<file path="config.mk">
export PLATFORM = sky130hd
export DESIGN_NAME = drum_playback_scheduler
export DESIGN_NICKNAME = d
export VERILOG_FILES = /design/src/rtl/drum_playback_scheduler_pkg.sv /design/src/rtl/drum_playback_scheduler.sv
export SDC_FILE = /design/constraint.sdc
export NUM_CORES = 1
export LEC_CHECK = 0
export CORE_ASPECT_RATIO = 0.8
export CORE_MARGIN = 1
export CORE_UTILIZATION = 42
export DETAILED_ROUTE_END_ITERATION = 10
export PLACE_DENSITY_LB_ADDON = 0.1
export SYNTH_ARGS = -nofsm -noshare
export SYNTH_HDL_FRONTEND = slang
export SYNTH_SLANG_ARGS = --single-unit
</file>
<file path="constraint.sdc">
create_clock -name clk -period 2.8 [get_ports clk]
set_clock_uncertainty 0.2 [all_clocks]
set_input_delay 0.42 -clock clk [delete_from_list [all_inputs] [get_ports clk]]
set_output_delay 0.42 -clock clk [all_outputs]
set_load 0.005 [all_outputs]
</file>
<file path="src/rtl/drum_playback_scheduler_pkg.sv">
// Shared types for the drum playback scheduler: FSM state encoding (3-bit).
package drum_playback_scheduler_pkg;

  typedef enum logic [2:0] {
    S_IDLE      = 3'd0,
    S_FETCH     = 3'd1,
    S_LATCH     = 3'd2,
    S_WAIT_TIME = 3'd3,
    S_PLAY      = 3'd4,
    S_ACK       = 3'd5,
    S_ADVANCE   = 3'd6
  } state_e;

endpackage

</file>
<file path="src/rtl/drum_playback_scheduler.sv">
// Walks the drum note RAM from address 0, waits for each record's timestamp on the
// shared microsecond timer and issues one play handshake per record.
module drum_playback_scheduler
  import drum_playback_scheduler_pkg::*;
#(
  parameter int ADDR_W = 7,
  parameter int TIME_W = 29,
  parameter int ID_W   = 2
) (
  input  logic                     clk,
  input  logic                     reset,
  input  logic                     start,
  input  logic                     stop,
  input  logic                     loopEnable,
  input  logic [ADDR_W-1:0]        noteCount,
  output logic [ADDR_W-1:0]        readAddress,
  input  logic [ID_W+TIME_W-1:0]   readData,
  input  logic [TIME_W-1:0]        microSecondCounter,
  output logic                     timerClear,
  output logic                     playDrumNote,
  output logic [ID_W-1:0]          drumId,
  input  logic                     donePlayingDrumNote,
  output logic                     busy,
  output logic                     loopWrap
);

  state_e              state_q, state_d;
  logic [ADDR_W-1:0]   addr_q, addr_d;
  logic [ID_W-1:0]     id_q, id_d;
  logic [TIME_W-1:0]   ts_q, ts_d;
  logic                play_q, play_d;
  logic                tclr_q, tclr_d;
  logic                wrap_q, wrap_d;
  logic [ADDR_W:0]     addr_nxt;
  logic                has_next;

  // One extra bit so the last address of a full RAM never wraps before the compare.
  assign addr_nxt = {1'b0, addr_q} + {{ADDR_W{1'b0}}, 1'b1};
  assign has_next = addr_nxt < {1'b0, noteCount};

  always_comb begin
    state_d = state_q;
    addr_d  = addr_q;
    id_d    = id_q;
    ts_d    = ts_q;
    wrap_d  = 1'b0;
    case (state_q)
      S_IDLE:      if (start && (noteCount != '0)) state_d = S_FETCH;
      S_FETCH:     state_d = S_LATCH;
      S_LATCH: begin
        id_d    = readData[ID_W+TIME_W-1:TIME_W];
        ts_d    = readData[TIME_W-1:0];
        state_d = S_WAIT_TIME;
      end
      S_WAIT_TIME: if (microSecondCounter >= ts_q) state_d = S_PLAY;
      S_PLAY:      if (donePlayingDrumNote) state_d = S_ACK;
      S_ACK:       if (!donePlayingDrumNote) state_d = S_ADVANCE;
      S_ADVANCE: begin
        if (has_next) begin
          addr_d  = addr_nxt[ADDR_W-1:0];
          state_d = S_FETCH;
        end else if (loopEnable) begin
          addr_d  = '0;
          wrap_d  = 1'b1;
          state_d = S_FETCH;
        end else begin
          state_d = S_IDLE;
        end
      end
      default:     state_d = S_IDLE;
    endcase
    if (stop) begin
      state_d = S_IDLE;
      wrap_d  = 1'b0;
    end
    if (state_d == S_IDLE) addr_d = '0;
    // Outputs are registered from the next state so they change on the same edge.
    play_d = (state_d == S_PLAY);
    tclr_d = (state_d == S_IDLE) || wrap_d;
  end

  always_ff @(posedge clk) begin
    if (reset) begin
      state_q <= S_IDLE;
      addr_q  <= '0;
      id_q    <= '0;
      ts_q    <= '0;
      play_q  <= 1'b0;
      tclr_q  <= 1'b1;
      wrap_q  <= 1'b0;
    end else begin
      state_q <= state_d;
      addr_q  <= addr_d;
      id_q    <= id_d;
      ts_q    <= ts_d;
      play_q  <= play_d;
      tclr_q  <= tclr_d;
      wrap_q  <= wrap_d;
    end
  end

  assign readAddress  = addr_q;
  assign drumId       = id_q;
  assign playDrumNote = play_q;
  assign timerClear   = tclr_q;
  assign loopWrap     = wrap_q;
  assign busy         = (state_q != S_IDLE);

endmodule

</file>
---- Word-level counts from Yosys, hierarchy flattened ----
Cells that the tools add are included.
word-level totals
  flip-flop bits (word level) ............. 44
operators by class
  equal/unequal tests ..................... 7
  reductions and logical operators ........ 9
  magnitude comparators ................... 2
  muxes and demuxes ....................... 14
  $add $sub $neg .......................... 1
operator list
  cell                 number
  $ge 29x29->1         1
  $pmux 3 s7           1
  $mux 3               5
  $mux 7               2
  $eq 3x3->1 const B   4
  $add 7x1->8 const B  1
  $lt 8x7->1           1
  $reduce_bool 7->1    1
  $eq 3x2->1 const B   2
  $logic_not 3->1      2
  $mux 1               6
  $eq 3x1->1 const B   1
  $reduce_bool 3->1    1
  $reduce_and 2->1     1
  $reduce_bool 2->1    1
  $reduce_or 2->1      1
  $logic_and 1x1->1    1
  $logic_or 1x1->1     1

---- Logic depth before layout (Yosys ltp) ----
Gate-level depths: netlist (run 1).
  depth after elaboration ................. 7
  depth in mapped cells ................... 12

---- Least setup slack after synthesis (run 1) ----
No wires, ideal clock.
  path kind ............................... flip-flop to flip-flop
  start ................................... reg addr_q[4], in the netlist readAddress[4]
  end ..................................... reg addr_q[4], in the netlist readAddress[4]
  data arrival time ....................... 2472 ps
  path slack .............................. 47 ps
  stages on the path, launching flop included .. 13
  period minus slack after synthesis ...... 2753 ps
  library setup time ...................... 81 ps
  cells stage by stage .................... dfxtp_1 and3_1 nand2_1 and2_1 or2_2 ha_1 a21o_1 a21oi_1 o211ai_2 nor3_4 buf_6 a21oi_2 a211oi_2
between the ends
  word-level cells in the longest chain between the ends .. 7
  elaborated cells on any way between the ends .. 10
  classes of those cells .................. add/sub: 1; order compare: 1; mux: 4; reduce/logical: 4
RTL lines
  element                    RTL line                       source
  from (decl)                drum_playback_scheduler.sv:28  logic [ADDR_W-1:0] addr_q, addr_d;
  from (signal assigned)     drum_playback_scheduler.sv:93  addr_q <= addr_d;
  $add 7x1->8 *              drum_playback_scheduler.sv:38  assign addr_nxt = {1'b0, addr_q} + {{ADDR_W{1'b0}}, 1'b1};
  $lt 8x7->1                 drum_playback_scheduler.sv:39  assign has_next = addr_nxt < {1'b0, noteCount};
  $mux 1                     drum_playback_scheduler.sv:59  if (has_next) begin
  $pmux 3 s7                 drum_playback_scheduler.sv:47  case (state_q)
  $mux 3                     drum_playback_scheduler.sv:72  if (stop) begin
  $logic_not 3->1            drum_playback_scheduler.sv:76  if (state_d == S_IDLE) addr_d = '0;
  $reduce_or 2->1 (no line)  n/a
Mark *: on every way between the ends. The rest lies on a longest branch, timed or not.
A chain may end at the register's enable or synchronous reset.

---- Final worst setup path (run 1) ----
  start ................................... reg addr_q[0], in the netlist readAddress[0]
  end ..................................... reg addr_q[2], in the netlist readAddress[2]
Same word-level chain as after synthesis.

==> metrics.md, run 1 <==
| Metric | Value |
|---|---|
| Number of global-route vias before repair | between 2,000 and 2,500 |
| Count of flip-flops with a built-in enable after synthesis | 0 |
| Routed WL per cell | 12.4 µm |
| First-pass GRT wire length | 10,700 µm |
| Initial DRT Pass Iterations | 6 |
| Commonest non-fill, non-tap cell in the layout | clkdlybuf4s50_1 |
| Post-Route Setup TNS | 0 ps |
| DRT iter0 DRCs | 66 |
| Buffers & Inverters on Critical Path | 1 |
| Max Transition Viols Final | 0 |
| Worst path top cell family by delay | simple AND/OR/NAND/NOR gates |
| Maxcap violations | 0 |
| Slowest CP cell | dfxtp_4 |
| Synth top area share | 32.9% |
| Via density per instance | 5.01 |
| Post-synthesis simple-gate area fraction | 21.9% |
| Finished Core Util | approximately 65% |
| Worst rel slew slack | 72.2% |
| Worst Max-Slew Pin Slew | roughly 420 ps |
| Pwr Total | 1.38 mW |
| Xor/xnor cell area share of the yosys netlist | 0.982% |
| Clk root buf | clkbuf_8 |
| Worst-path clk slew | 80 ps |
| Most frequent cells in the layout | clkdlybuf4s50_1, nand2_1, a21oi_1 |
| Core ar. | 6040 µm² |
| Clk_lat worst skew | 310 ps |
| Max incr delay on CP | roughly 380 ps |
| Predominant post-synthesis flop cell | dfxtp_1 |
| WP data required | ~2800 ps |
| Top post-synthesis cells by area | dfxtp_1, ha_1, nand2_1, a21oi_1, inv_1 |
| Antenna violations before repair | 0 |
| Num CTS Buffers | 5 |
| Top achievable clock speed | 0.373 GHz |
| Synth Register Bits | 44 |
| Share of synthesized registers carrying an async set or reset | 0% |
| Area leader, netlist | dfxtp_1 |
| Die Area | between 6000 and 7000 µm² |
| Synth cell types | 38 |
| Largest net degree at the start of global routing | 33 |
| Complex-gate fraction of the synthesized area | 18.5% |
| Fillers | 540 |
| Sequential-to-total area share from yosys stat | around 33% |
| Slack of the critical path | 116 ps |
| Final Critical Period | approximately 2700 ps |
| TritonCTS clock tree | done |
| Row count | 25 |
| Gr ovfl total | 0 |
| Hold crit path type | flop to flop |
| Worst ir drop on vdd | 0.000292 V |
| CTS max path bufs | 2 |
| Die width | 91.3 µm |
| Yosys warnings | 0 |
| Initial Util | 44.3% |
| Final ANT Viol Nets | 0 |
| GPL Wtd Cong | 0.893 |
| Startpoint Class | flop |
| Final wirelength | 6540 µm |
| Crit share post-route | 95.9% |
| Reg area | 890 µm² |
| Leakage | 1.49 nW |
| Multi-input gate area | 1650 µm² |
| Routed vias | between 2,000 and 3,000 |
| # clock sinks | between 40 and 50 |
| Main combinational cell family by area after synthesis | simple AND/OR/NAND/NOR gates |
| Post-Synth Adder-Cell Area | 16.8% |
| Status | finished clean |
| Mapped Area | approximately 2700 µm² |
| GRT Total Usage | 20.2% |
| Final setup vio count | 0 |
| Hold_ws | 256 ps |
| Crit Path Category | flop to flop |
| Final HPWL DP | approximately 5000 µm |
| Dpl ws | -89.9 ps |
| PwrDens | 351 nW/µm² |
| Syn Nets | 454 |
| CP Capture Type | flop |
| Post-Synthesis Cells | about 350 |
| Worst-path cell chain | nand3_1 -> and2_1 -> or2_2 -> ha_2 -> a211o_1 -> a31oi_2 -> o211ai_2 -> nor3_4 -> buf_12 -> mux2i_2 -> a211oi_2 |
| H-tree depth | 2 |
| Layout area overhead | 47.0% |
| Avg Cell Area, Syn | roughly 7.8 µm² |
| N_diodes | 0 |
| Remaining DRCs | 0 |
| Layout Nets | 554 |
| IO Pins | 86 |
| Vertical die dimension | 73.4 µm |
| Fin. Hold Viols | 0 |
| Max FO, Critical Path | 6 |
| CP arrival | around 2700 ps |
| Multiplexer share of the synthesized area | less than 1% |
| Port Buffer Count | 85 |
| Share of cells above drive strength 1 | 12.3% |
[Yosys cell counts, types with 2 or more instances]
cell / count
nand2_1: 76
clkbuf_1: 10
nand3_1: 6
o2111ai_1: 2
and2_1: 3
a21oi_1: 51
buf_6: 2
nor4_1: 2
a211oi_2: 2
ha_1: 36
nor2_1: 9
xor2_1: 2
buf_4: 2
nand3b_1: 6
inv_1: 38
o21ai_0: 6
a21o_1: 6
nand4_1: 10
dfxtp_1: 44
mux2i_1: 2
or2_2: 2
o221ai_1: 2
o22ai_1: 3
and3_1: 3
a31oi_1: 3
nand2b_1: 5
[layout make-up]
cell class                      instances  share of cell area, %
Clock buffer                            6                   2.10
Sequential cell                        44                   22.6
Timing Repair Buffer                  107                   26.2
Inverter                               38                   3.62
Multi-Input combinational cell        249                   41.9
Clock inverter                          2                  0.986
Tap cell                               81                   2.58
[per-layer routing]
layer / vias to the layer above / share of wire (%) / global-route usage [%] / routed length (µm)
met5: - / 0 / 0 / 0
met4: 0 / 1.4 / 6.70 / 93
met3: 8 / 5.0 / 4.24 / 324
met2: 64 / 45 / 34.1 / 2970
met1: 1192 / 48 / 25.9 / 3160
li1: 1375 / - / - / -
[final timing paths]
path                                    start                           to  slack (ps)  cells after the start
setup reg to reg  readAddress[0]$_SDFFE_PP0P_  readAddress[2]$_SDFFE_PP0P_         120                     11
hold reg to reg          ts_q[8]$_SDFFE_PP0P_         ts_q[8]$_SDFFE_PP0P_         260                      2
hold / removal           ts_q[8]$_SDFFE_PP0P_         ts_q[8]$_SDFFE_PP0P_         260                      2
setup / recovery  readAddress[0]$_SDFFE_PP0P_  readAddress[2]$_SDFFE_PP0P_         120                     11
[registers in the layout, summed over array words and instances, names as in the netlist]
| register | flops |
|---|---|
| ts_q | 29 |
| readAddress | 7 |
| state_q | 3 |
| drumId | 2 |
| loopWrap | 1 |
| playDrumNote | 1 |
| timerClear | 1 |
[what timing repair did]
item | 4_1_cts | 5_1_grt
setup endpoints to repair | 4 | 7
pin swaps | 2 | 4
setup buffers | 4 | 0
gates resized for setup | 10 | 11
hold buffers | 0 | 0
[worst reg2reg max path, cell delays in order (launching register included)]
cell	delay [ps]
dfxtp_4	380
nand3_1	100
and2_1	160
or2_2	290
ha_2	180
a211o_1	280
a31oi_2	170
o211ai_2	140
nor3_4	210
buf_12	160
mux2i_2	220
a211oi_2	90
[through the flow]
step                      instances  area (µm²)
after CTS                       527        3890
final                           527        3940
after floorplan                 345        2680
after detailed placement        515        3700
after global routing            527        3940
after global placement          515        3700
[kinds of logic (layout without fill, tap and decap cells)]
group	Yosys count	count (layout)
AND/OR/NAND/NOR	126	126
AO/OA/AOI/OAI	82	82
buffers and inverters	52	153
flip-flops	44	44
adder cells (fa/ha/maj)	36	36
XOR/XNOR	3	3
multiplexers	2	2
[power breakdown]
group          internal, mW  switching [mW]  leakage [nW]
Clock                 0.292           0.224        0.0614
Combinational         0.141          0.0864          1.08
Sequential            0.632         0.00654         0.357
No activity file was read; power rests on OpenSTA's default activity.
==> run 2, diff against run 1 <==
CAP_MARGIN = 20   (was not set)
clock period = 2.23 ns   (was 2.8 ns; I/O delays follow)
==> run 2 against run 1 <==
Compared with the run above:
- the flow now finishes with violations (setup timing)
- clock-buffer cell count rose by 1
- core utilization rose by 3.7 points
- sequential power rose by 25%
- cell area rose by 5.7%
- register-to-register slack got worse by 550 ps
- largest power group unchanged
- first-iteration DRC count fell by 21%
- fmax rose by 0.76%
- hold slack improved by 0.59 ps
- die area did not move
- critical path depth rose by 1
==> metrics.md, run 2 (synthesis gave the netlist of run 1 again) <==
| Metric | Value |
|---|---|
| Hold_sp | drumId[1]$_SDFFE_PP0P_ (was ts_q[8]$_SDFFE_PP0P_) |
| Hold_ws | 257 ps (was 256 ps) |
| Leakage | 1.58 nW (was 1.49 nW) |
| Failing checks | setup timing |
| Combinational share of power | 19.2% (was 16.5%) |
| Die width | 91.3 µm (unchanged) |
| Clk root buf | clkbuf_8 (unchanged) |
| Post-Route Setup TNS | -3730 ps (was 0 ps) |
| Final HPWL DP | 5080 µm (was 4940 µm) |
| PwrDens | 387 nW/µm² (was 351 nW/µm²) |
| Initial Util | 44.3% (unchanged) |
| Switching share of power | 25.2% (was 22.9%) |
| Max incr delay on CP | 390 ps (was 380 ps) |
| Worst ir drop on vdd | 0.000226 V (was 0.000292 V) |
| Fin. Hold Viols | 0 (unchanged) |
| Cts hold-fix bufs | 0 (unchanged) |
| Dpl ws | -608 ps (was -89.9 ps) |
| Port Buffer Count | 85 (unchanged) |
| Maxcap violations | 0 (unchanged) |
| H-tree depth | 2 (unchanged) |
| Worst-path clk slew | 90 ps (was 80 ps) |
| Post-route insts no fill | 539 (was 527) |
| Routed WL per cell | 13.0 µm (was 12.4 µm) |
| Status | finished, violations left (was finished clean) |
| CTS max path bufs | 2 (unchanged) |
| Register share of total power | 49.7% (was 46.2%) |
| Final ANT Viol Nets | 0 (unchanged) |
| Die Area | 6700 µm² (unchanged) |
| Share of cells above drive strength 1 | 18.3% (was 12.3%) |
| Layout Nets | 566 (was 554) |
| Layout area overhead | 55.4% (was 47.0%) |
| Crit path from | readAddress[0]$_SDFFE_PP0P_ (unchanged) |
| CP Capture Type | flop (unchanged) |
| N_diodes | 0 (unchanged) |
| Routed vias | 2,726 (was 2,639) |
| Slack of the critical path | -434 ps (was 116 ps) |
| Clock power share | 31.1% (was 37.3%) |
| Hold crit path type | flop to flop (unchanged) |
| Row count | 25 (unchanged) |
| Max FO, Critical Path | 8 (was 6) |
| IO Pins | 86 (unchanged) |
| Worst path top cell family by delay | simple AND/OR/NAND/NOR gates (unchanged) |
| Commonest non-fill, non-tap cell in the layout | clkdlybuf4s50_1 (unchanged) |
| Unrepaired setup endpoints after global routing | true |
| Max Transition Viols Final | 0 (unchanged) |
| Crit Path Category | flop to flop (unchanged) |
| Largest net degree at the start of global routing | 33 (unchanged) |
| Clk_lat worst skew | 290 ps (was 310 ps) |
| Buffers & Inverters on Critical Path | 1 (unchanged) |
| Biggest register | ts_q (unchanged) |
| Startpoint Class | flop (unchanged) |
| Final wirelength | 7020 µm (was 6540 µm) |
| Via density per instance | 5.06 (was 5.01) |
| TritonCTS clock tree | done (unchanged) |
| Remaining DRCs | 0 (unchanged) |
| Most frequent cells in the layout | clkdlybuf4s50_1, nand2_1, a21oi_1 (unchanged) |
| Int Pwr | 1.20 mW (was 1.07 mW) |
| Placed Cells incl. Taps | 521 (was 515) |
| Max FFs per register | 29 (unchanged) |
| GRT Total Usage | 21.0% (was 20.2%) |
| Top achievable clock speed | 0.375 GHz (was 0.373 GHz) |
| Worst rel slew slack | 67.2% (was 72.2%) |
| Num CTS Buffers | 5 (unchanged) |
| DRT iter0 DRCs | 52 (was 66) |
| Worst-path cell chain | and3_4 -> nand2_2 -> and2_4 -> or2_4 -> ha_4 -> a21o_1 -> a21oi_2 -> o211ai_2 -> buf_4 -> nand4_1 -> nand3_4 -> a211oi_2 (was nand3_1 -> and2_1 -> or2_2 -> ha_2 -> a211o_1 -> a31oi_2 -> o211ai_2 -> nor3_4 -> buf_12 -> mux2i_2 -> a211oi_2) |
| Number of global-route vias before repair | 2,502 (was 2,414) |
| WP data required | 2240 ps (was 2780 ps) |
| Sw Pwr | 406 µW (was 317 µW) |
| Gr ovfl total | 0 (unchanged) |
| Vertical die dimension | 73.4 µm (unchanged) |
| Final Critical Period | 2660 ps (was 2680 ps) |
| Critical R2R Launch | readAddress[0]$_SDFFE_PP0P_ (unchanged) |
| Antenna violations before repair | 0 (unchanged) |
| GPL Wtd Cong | 0.847 (was 0.893) |
| Slowest CP cell | dfxtp_4 (unchanged) |
| First-pass GRT wire length | 11,100 µm (was 10,700 µm) |
| Worst Max-Slew Pin Slew | 491 ps (was 416 ps) |
| CP arrival | 2680 ps (was 2660 ps) |
| # clock sinks | 44 (unchanged) |
| Crit share post-route | 119% (was 95.9%) |
| Final setup vio count | 10 (was 0) |
| Core ar. | 6040 µm² (unchanged) |
| Initial DRT Pass Iterations | 4 (was 6) |
[run 2: path summary, 6_finish.rpt]
kind	cells after the start	slack (ps)	end
worst min-delay path	2	260	drumId[1]$_SDFFE_PP0P_
worst max register to register	12	-430	readAddress[2]$_SDFFE_PP0P_
worst min register to register	2	260	drumId[1]$_SDFFE_PP0P_
worst max-delay path	12	-430	readAddress[2]$_SDFFE_PP0P_
[run 2: metrics by stage]
| stage | instance area [µm²] | util [%] | power [mW] |
|---|---|---|---|
| floorplan | 2750 | - | 0.934 |
| global placement | 3830 | 63.5 | 1.10 |
| detailed placement | 3830 | 63.5 | 1.11 |
| CTS | 4070 | 67.5 | 1.62 |
| global route | 4160 | 68.9 | 1.69 |
| finish | 4160 | 68.9 | 1.61 |
[run 2: layer usage]
metal	track usage, %	routed length (µm)
met5	0	0
met4	6.53	78
met3	3.62	275
met2	37.0	3370
met1	26.5	3290
[run 2: repair_timing]
| action | 4_1_cts | 5_1_grt |
|---|---|---|
| setup endpoints to repair | 13 | 13 |
| pin swaps | 10 | 16 |
| resized for setup | 18 | 14 |
| buffers inserted | 6 | 4 |
| gates cloned | 1 | 0 |
[run 2: final cells by class]
cell class                      count  area [µm²]
Clock buffer                        7        76.3
Clock inverter                      1        8.76
Fill cell                         497        1880
Inverter                           38         143
Multi-Input combinational cell    249        1790
Sequential cell                    44         897
Tap cell                           81         101
Timing Repair Buffer              119        1140
[run 2: worst register-to-register path: cells and delay by family, from the launching register on]
family	cells	cell delay, ps
buf+inv	1	160
simple gates	6	940
flops	1	390
fa+ha+maj	1	220
compound gates	4	660
[run 2: power groups by stage]
stage | combinational [mW] | sequential (mW) | clock [mW]
after floorplan | 0.118 | 0.816 | 0
after global placement | 0.285 | 0.819 | 0
after detailed placement | 0.290 | 0.820 | 0
after CTS | 0.304 | 0.800 | 0.516
after global routing | 0.341 | 0.802 | 0.551
final | 0.310 | 0.800 | 0.500
==> run 3, diff against run 2 <==
clock period = 2.4 ns   (was 2.23 ns; I/O delays follow)
==> run 3 against run 2 <==
Compared with the run above:
- the run still ends with setup timing left
- core utilization fell by 0.29 points
- non-clock buffer count rose by 2
- via count fell by 0.77%
- clock-buffer cell count fell by 1
- clock power rose by 19%
- cell count rose by 0.37%
- fmax rose by 1.4%
- hold slack got worse by 1.9 ps
- die area did not move
- cell area fell by 0.42%
==> metrics.md, run 3 (synthesis gave the netlist of run 1 again) <==
| Metric | Value |
|---|---|
| Status | finished, violations left (unchanged) |
| Failing checks | setup timing (unchanged) |
| Startpoint Class | flop (unchanged) |
| PwrDens | 391 nW/µm² (was 387 nW/µm²) |
| Fin area | 4140 µm² (was 4160 µm²) |
| GPL Wtd Cong | 0.821 (was 0.847) |
| Slack of the critical path | -228 ps (was -434 ps) |
| Crit Path Category | flop to flop (unchanged) |
| Antenna violations before repair | 0 (unchanged) |
| Leakage | 1.57 nW (was 1.58 nW) |
| Crit share post-route | 109% (was 119%) |
| Core ar. | 6040 µm² (unchanged) |
| First-pass GRT wire length | 11,300 µm (was 11,100 µm) |
| Pwr Total | 1.62 mW (was 1.61 mW) |
| WP data required | 2370 ps (was 2240 ps) |
| # clock sinks | 44 (unchanged) |
| CP Capture Type | flop (unchanged) |
| Die width | 91.3 µm (unchanged) |
| N_diodes | 0 (unchanged) |
| Gr ovfl total | 0 (unchanged) |
| Worst Max-Slew Pin Slew | 448 ps (was 491 ps) |
| Final ANT Viol Nets | 0 (unchanged) |
| Num CTS Buffers | 5 (unchanged) |
| CP arrival | 2600 ps (was 2680 ps) |
| Worst-path clk slew | 80 ps (was 90 ps) |
| H-tree depth | 2 (unchanged) |
| Max Transition Viols Final | 0 (unchanged) |
| Area after DPL | 3830 µm² (about the same) |
| Die Area | 6700 µm² (unchanged) |
| Worst rel slew slack | 70.0% (was 67.2%) |
| Final setup vio count | 9 (was 10) |
| Cts hold-fix bufs | 0 (unchanged) |
| Port Buffer Count | 85 (unchanged) |
| IO Pins | 86 (unchanged) |
| TritonCTS clock tree | done (unchanged) |
| Vertical die dimension | 73.4 µm (unchanged) |
| CTS max path bufs | 2 (unchanged) |
| DRT iter0 DRCs | 111 (was 52) |
| Biggest register | ts_q (unchanged) |
| FF-to-FF setup slack | -230 ps (was -430 ps) |
| GRT Total Usage | 21.1% (was 21.0%) |
| Share of cells above drive strength 1 | 17.2% (was 18.3%) |
| Max FFs per register | 29 (unchanged) |
| Final Critical Period | 2630 ps (was 2660 ps) |
| Maxcap violations | 0 (unchanged) |
| Initial DRT Pass Iterations | 4 (unchanged) |
| Remaining DRCs | 0 (unchanged) |
| Hold crit path type | flop to flop (unchanged) |
| Largest net degree at the start of global routing | 33 (unchanged) |
| Worst ir drop on vdd | 0.000252 V (was 0.000226 V) |
| Clk root buf | clkbuf_8 (unchanged) |
| Most frequent cells in the layout | clkdlybuf4s50_1, nand2_1, a21oi_1 (unchanged) |
| Number of global-route vias before repair | 2,594 (was 2,502) |
| Placed Cells incl. Taps | 522 (was 521) |
| Max FO, Critical Path | 4 (was 8) |
| Fin. Hold Viols | 0 (unchanged) |
| Top achievable clock speed | 0.381 GHz (was 0.375 GHz) |
| Unrepaired setup endpoints after global routing | true (unchanged) |
| Final wirelength | 7010 µm (was 7020 µm) |
| Via density per instance | 5.00 (was 5.06) |
| Initial Util | 44.3% (unchanged) |
| Layout Nets | 568 (was 566) |
| Commonest non-fill, non-tap cell in the layout | clkdlybuf4s50_1 (unchanged) |
| Clk_lat worst skew | 290 ps (about the same) |
| Layout area overhead | 54.7% (was 55.4%) |
| Final HPWL DP | 5080 µm (about the same) |
| Post-route insts no fill | 541 (was 539) |
| Routed vias | 2,705 (was 2,726) |
| Routed WL per cell | 13.0 µm (about the same) |
| Row count | 25 (unchanged) |
| Dpl ws | -444 ps (was -608 ps) |
| Finished Core Util | 68.6% (was 68.9%) |
run 3: final timing paths:
kind	depth (start not counted)	startpoint	endpoint
hold / removal	2	ts_q[9]$_SDFFE_PP0P_	ts_q[9]$_SDFFE_PP0P_
setup / recovery	12	readAddress[0]$_SDFFE_PP0P_	readAddress[4]$_SDFFE_PP0P_
hold reg to reg	2	ts_q[9]$_SDFFE_PP0P_	ts_q[9]$_SDFFE_PP0P_
setup reg to reg	12	readAddress[0]$_SDFFE_PP0P_	readAddress[4]$_SDFFE_PP0P_
run 3: power by group:
group / internal [mW] / switching [mW]
clock: 0.340 / 0.255
sequential: 0.735 / 0.00760
combinational: 0.172 / 0.108
run 3: timing repair:
action	CTS	global route
gates cloned	1	0
resized for setup	10	8
buffers inserted	7	3
setup endpoints to repair	9	11
pin swaps	10	8
run 3: per-stage QoR:
stage          hold WS [ps]  TNS [ps]
3_3_place_gp            242     -3770
4_1_cts                 258     -1950
3_5_place_dp            247     -4220
5_1_grt                 277     -2830
6_report                255     -1850
2_1_floorplan           236     -1050
run 3: worst max-delay path, stage by stage (launching register included):
cell and delay [ps]:
dfxtp_4 390, and3_4 200, nand2_2 50, and2_4 150, or2_4 230, ha_4 210
a21o_1 160, a21oi_2 130, o211ai_2 130, nor3_4 160, buf_6 150, mux2i_2 240
a211oi_2 100
run 3: area by class of cell:
cell class | instances | area (µm²)
multi-input cells | 249 | 1720
clock buffers | 6 | 82.6
well taps | 81 | 101
inverters | 38 | 143
repair buffers | 121 | 1160
clock inverters | 2 | 38.8
flip-flops and latches | 44 | 897
fillers | 510 | 1900
run 3: routing by layer:
| layer | global-route usage (%) | vias to the layer above | share of wire, % |
|---|---|---|---|
| li1 | - | 1403 | - |
| met1 | 26.9 | 1220 | 47 |
| met2 | 37.4 | 76 | 47 |
| met3 | 3.73 | 6 | 4.6 |
| met4 | 5.47 | 0 | 0.97 |
| met5 | 0 | - | 0 |
